<file path="src/rtl/uart_cmd_framer.sv">
// uart_cmd_framer: frames UART bytes into SYNC/CMD/ARG/CHK packets,
// holds one good command for a valid/ready consumer, counts errors.
module uart_cmd_framer #(
    parameter logic [7:0] SYNC_BYTE    = 8'hA5,
    parameter int         TIMEOUT_CLKS = 21700,
    parameter int         CNT_W        = 8
) (
    input  logic             i_Clk,
    input  logic             i_Rst,
    input  logic             i_RX_DV,
    input  logic [7:0]       i_RX_Byte,
    output logic             o_Cmd_Valid,
    input  logic             i_Cmd_Ready,
    output logic [7:0]       o_Cmd,
    output logic [7:0]       o_Arg,
    output logic [CNT_W-1:0] o_Chk_Err_Count,
    output logic [CNT_W-1:0] o_Timeout_Count,
    output logic [CNT_W-1:0] o_Drop_Count
);

    localparam int TW = $clog2(TIMEOUT_CLKS);

    typedef enum logic [1:0] {
        WAIT_SYNC,
        GET_CMD,
        GET_ARG,
        GET_CHK
    } state_t;

    state_t          state_q, state_d;
    logic [TW-1:0]   timer_q, timer_d;
    logic [7:0]      cmd_q, cmd_d;
    logic [7:0]      arg_q, arg_d;
    logic            valid_d;
    logic [7:0]      out_cmd_d, out_arg_d;
    logic            expire;
    logic            chk_inc, to_inc, drop_inc;
    logic            accept;

    // Next-state, timer, commit and counter-increment decisions
    always_comb begin
        state_d   = state_q;
        timer_d   = timer_q;
        cmd_d     = cmd_q;
        arg_d     = arg_q;
        valid_d   = o_Cmd_Valid;
        out_cmd_d = o_Cmd;
        out_arg_d = o_Arg;
        chk_inc   = 1'b0;
        to_inc    = 1'b0;
        drop_inc  = 1'b0;
        accept    = o_Cmd_Valid && i_Cmd_Ready;
        expire    = (state_q != WAIT_SYNC) && !i_RX_DV &&
                    (timer_q == TW'(TIMEOUT_CLKS - 1));

        if (accept)
            valid_d = 1'b0;

        if (state_q == WAIT_SYNC || i_RX_DV || expire)
            timer_d = '0;
        else
            timer_d = timer_q + TW'(1);

        unique case (state_q)
            WAIT_SYNC: begin
                if (i_RX_DV && i_RX_Byte == SYNC_BYTE)
                    state_d = GET_CMD;
            end
            GET_CMD: begin
                if (i_RX_DV) begin
                    cmd_d   = i_RX_Byte;
                    state_d = GET_ARG;
                end
            end
            GET_ARG: begin
                if (i_RX_DV) begin
                    arg_d   = i_RX_Byte;
                    state_d = GET_CHK;
                end
            end
            GET_CHK: begin
                if (i_RX_DV) begin
                    state_d = WAIT_SYNC;
                    if (i_RX_Byte != (cmd_q ^ arg_q)) begin
                        chk_inc = 1'b1;
                    end else if (!o_Cmd_Valid || accept) begin
                        valid_d   = 1'b1;
                        out_cmd_d = cmd_q;
                        out_arg_d = arg_q;
                    end else begin
                        drop_inc = 1'b1;
                    end
                end
            end
            default: state_d = WAIT_SYNC;
        endcase

        if (expire) begin
            state_d = WAIT_SYNC;
            to_inc  = 1'b1;
        end
    end

    // Framer state, shadow registers and output holding register
    always_ff @(posedge i_Clk) begin
        if (i_Rst) begin
            state_q     <= WAIT_SYNC;
            timer_q     <= '0;
            cmd_q       <= '0;
            arg_q       <= '0;
            o_Cmd_Valid <= 1'b0;
            o_Cmd       <= '0;
            o_Arg       <= '0;
        end else begin
            state_q     <= state_d;
            timer_q     <= timer_d;
            cmd_q       <= cmd_d;
            arg_q       <= arg_d;
            o_Cmd_Valid <= valid_d;
            o_Cmd       <= out_cmd_d;
            o_Arg       <= out_arg_d;
        end
    end

    // Saturating debug counters; several may step in one cycle
    always_ff @(posedge i_Clk) begin
        if (i_Rst) begin
            o_Chk_Err_Count <= '0;
            o_Timeout_Count <= '0;
            o_Drop_Count    <= '0;
        end else begin
            if (chk_inc && o_Chk_Err_Count != '1)
                o_Chk_Err_Count <= o_Chk_Err_Count + CNT_W'(1);
            if (to_inc && o_Timeout_Count != '1)
                o_Timeout_Count <= o_Timeout_Count + CNT_W'(1);
            if (drop_inc && o_Drop_Count != '1)
                o_Drop_Count <= o_Drop_Count + CNT_W'(1);
        end
    end

endmodule
</file>
<file path="config.mk">
export PLATFORM = sky130hd
export DESIGN_NAME = uart_cmd_framer
export DESIGN_NICKNAME = d
export VERILOG_FILES = /design/src/rtl/uart_cmd_framer.sv
export SDC_FILE = /design/constraint.sdc
export NUM_CORES = 1
export LEC_CHECK = 0
export ABC_AREA = 0
export BUFFER_PORTS_ARGS = -buffer_cell sky130_fd_sc_hd__buf_4
export CAP_MARGIN = 15
export CELL_PAD_IN_SITES_DETAIL_PLACEMENT = 0
export CELL_PAD_IN_SITES_GLOBAL_PLACEMENT = 1
export CORE_ASPECT_RATIO = 1.4
export CORE_MARGIN = 2
export CORE_UTILIZATION = 43
export DETAILED_ROUTE_END_ITERATION = 10
export PLACE_DENSITY = 0.85
export SLEW_MARGIN = 30
export SYNTH_ARGS = -nofsm -noshare
export SYNTH_HDL_FRONTEND = slang
export SYNTH_SLANG_ARGS = --single-unit
</file>
<file path="constraint.sdc">
create_clock -name i_Clk -period 2.5 [get_ports i_Clk]
set_clock_uncertainty 0.2 [all_clocks]
set_input_delay 0.5 -clock i_Clk [delete_from_list [all_inputs] [get_ports i_Clk]]
set_output_delay 0.5 -clock i_Clk [all_outputs]
set_load 0.01 [all_outputs]
</file>
==> impl_metrics.tcl <==
set metrics [dict create \
    outcome "completed" \
    worstSetupPathDepth 6 \
    ir_drop_v 0.000278 \
    place_hpwl_um 5100 \
    placement.cell_area_um2 3950 \
    finalWirelength_um 7170 \
    dr.first_iter.drc_count 129 \
    total_leakage_power_nw 1.53 \
    r2r_end "o_Timeout_Count[5]" \
    ant_nets 0 \
    crit_end "o_Timeout_Count[5]" \
    cts_hold_buffers 0 \
    ioPinCount 53 \
    period_needed_ns 2.21 \
    final_layout_size_suffix_gt1_share_pct 20.3 \
    vias_per_cell 5.29 \
    ff_latch_area_um2 1480 \
    syn_nets 388 \
    cp-end-kind "register" \
    synth_area_um2 3420 \
    synth_edf_count 0 \
    worstPathArrival_ns 2.26 \
    synth-warning-count 0 \
    syn2layout_area_growth_pct 20.2 \
    final.fill_count 732 \
    final_area_um2 4110 \
    io_buffers 52 \
    path_class "reg -> reg" \
    reg2reg_depth 6 \
    setup_viol 0 \
    routedWlPerCell_um 13.6 \
    fin_setup_tns_ns 0 \
    antenna_found_initial 0 \
    rows 38 \
    power_density_nw_per_um2 526 \
    syn_avg_cell_area_um2 9.29 \
    grt_start_max_net_pins 46 \
    drtPass1Iterations 4 \
    max_cap_violations 0 \
    finalMaxSlewViolations 0 \
    setup.worst_path.start_class "register" \
    placedCellCount 513 \
    cts.sinks 74 \
    multiInputGateArea_um2 1850 \
    r2r_start "timer_q[0]" \
    crit_family "simple AND/OR/NAND/NOR gates" \
    grt_pass1_wl_um 12000 \
    slowest_delay_ns 0.38 \
    worst_slew_pin_slew_ns 0.459 \
    finalNonFillerCells 529 \
    nNetsFinal 444 \
    synth_cell_type_count 44 \
    clock_latency_ns 0.35 \
    cp_max_fo 4 \
    track_usage_pct 17.7 \
    grt_pass1_vias 2703 \
    cts_buffer_depth 2 \
    cpMaxStageDelayCell "dfxtp_1" \
    cts_root_buf "clkbuf_8" \
    worstSetupStartpoint "timer_q[0]" \
    rrSetupSlack_ns 0.29 \
    drc 0 \
    ys_ff_latch 74 \
    cts_tree "yes" \
    die_h_um 109 \
    finalHoldViolCount 0 \
    cts_resized 0 \
    hp-class "in -> reg" \
    cts_setup_buffers 0 \
    ys.flop_type "dfxtp_1" \
    crit_chain "ha_1 -> nor4bb_1 -> nand4_1 -> nor3_1 -> and3_1 -> mux2_2" \
    num_vias 2800 \
    timing.fmax_mhz 452 \
    synthCells 368 \
    grt-ovfl-total 0 \
    yosysSeqAreaShare_pct 43.3 \
    clk_pin_slew_worst_paths_ns 0.07 \
    hold_ws_ns 0.227 \
    rsz0062_at_grt "no" \
    dieArea_um2 8690 \
    start_util_pct 44.1 \
    htreeDepth 3 \
    post-route-period-util_pct 88.4 \
    fp.dieW_um 79.4 \
    crit_buf_inv 0 \
    cts_buffers 9 \
    maxSlewHeadroom_pct 69.1 \
    async_reset_ff_share_pct 0 \
    required_ns 2.54 \
    diodes 0 \
    gp_congestion 0.795 \
    core_um2 7750 \
]
## Yosys cell counts (all sizes together) (6+ instances only)
cell / number / area share (%)
a21oi: 23 / 3.4
buf: 6 / 0.88
clkbuf: 10 / 1.1
dfxtp: 74 / 43
ha: 8 / 2.9
mux2i: 20 / 5.9
nand2: 29 / 3.2
nand3: 28 / 4.1
nand4: 14 / 3.2
nor2: 56 / 6.1
nor2b: 8 / 1.5
nor3: 8 / 1.2
xnor2: 12 / 3.1
xnor3: 8 / 5.4
xor2: 7 / 1.8
## cell families (layout without fill, tap and decap cells)
group | Yosys count | after routing | synth area share, %
buffers and inverters | 20 | 81 | 2.42
multiplexers | 25 | 25 | 7.50
flip-flops | 74 | 74 | 43.3
XOR/XNOR | 27 | 27 | 10.3
AND/OR/NAND/NOR | 173 | 173 | 26.5
AO/OA/AOI/OAI | 41 | 41 | 6.99
adder cells (fa/ha/maj) | 8 | 8 | 2.93
## layer usage
metal	GRT usage (%)	share of wire (%)	vias up
met5	0	0	-
met4	10.5	2.6	0
met2	29.7	51	48
met3	3.86	3.0	13
li1	-	-	1407
met1	20.7	43	1332
## stage by stage
stage               power, W  utilization, %  setup slack, ns
finish               0.00216            53.0            0.289
CTS                  0.00219            53.0            0.286
detailed placement   0.00139            50.9            0.156
global route         0.00226            53.0           0.0998
global placement     0.00139            50.9            0.209
floorplan            0.00135               -            0.256
## registers in the layout, indices dropped and copies added (netlist names)
signal	cells
o_Drop_Count	8
o_Chk_Err_Count	8
cmd_q	8
o_Cmd_Valid	1
timer_q	15
o_Arg	8
o_Cmd	8
o_Timeout_Count	8
state_q	2
arg_q	8
## worst register-to-register path: stages (launching register included)
cell	delay, ns
dfxtp_1	0.38
ha_1	0.24
nor4bb_1	0.26
nand4_1	0.23
nor3_1	0.28
and3_1	0.19
mux2_2	0.32
## final cells by class
cell class              count  area share (%)
multi-input cells         274            45.1
well taps                 100            3.04
repair buffers             61            11.4
clock inverters             3           0.365
clock buffers              13            3.62
inverters                   4           0.365
flip-flops and latches     74            36.0
## where the power goes
group	switching (W)	internal [W]
Combinational	0.0000950	0.0000662
Sequential	0.0000124	0.00119
Clock	0.000412	0.000383
## how the worst min path moves through the flow
stage	depth (start not counted)	endpoint	from	slack, ns
2_1_floorplan	1	timer_q[0]	timer_q[0]	0.23
3_3_place_gp	1	timer_q[0]	timer_q[0]	0.25
3_5_place_dp	1	timer_q[0]	timer_q[0]	0.26
4_1_cts	3	cmd_q[4]	i_RX_Byte[4]	0.21
5_1_grt	3	cmd_q[4]	i_RX_Byte[4]	0.21
6_report	3	cmd_q[4]	i_RX_Byte[4]	0.23
## layout by cell type (no fill, tap or decap), drive strengths merged, types with 12 or more instances in the layout
master   n
nand3   28
dfxtp   74
clkbuf  13
nand4   14
buf     61
xnor2   12
nor2    56
nand2   29
mux2i   20
a21oi   23
Power figures use the tool's default switching activity.
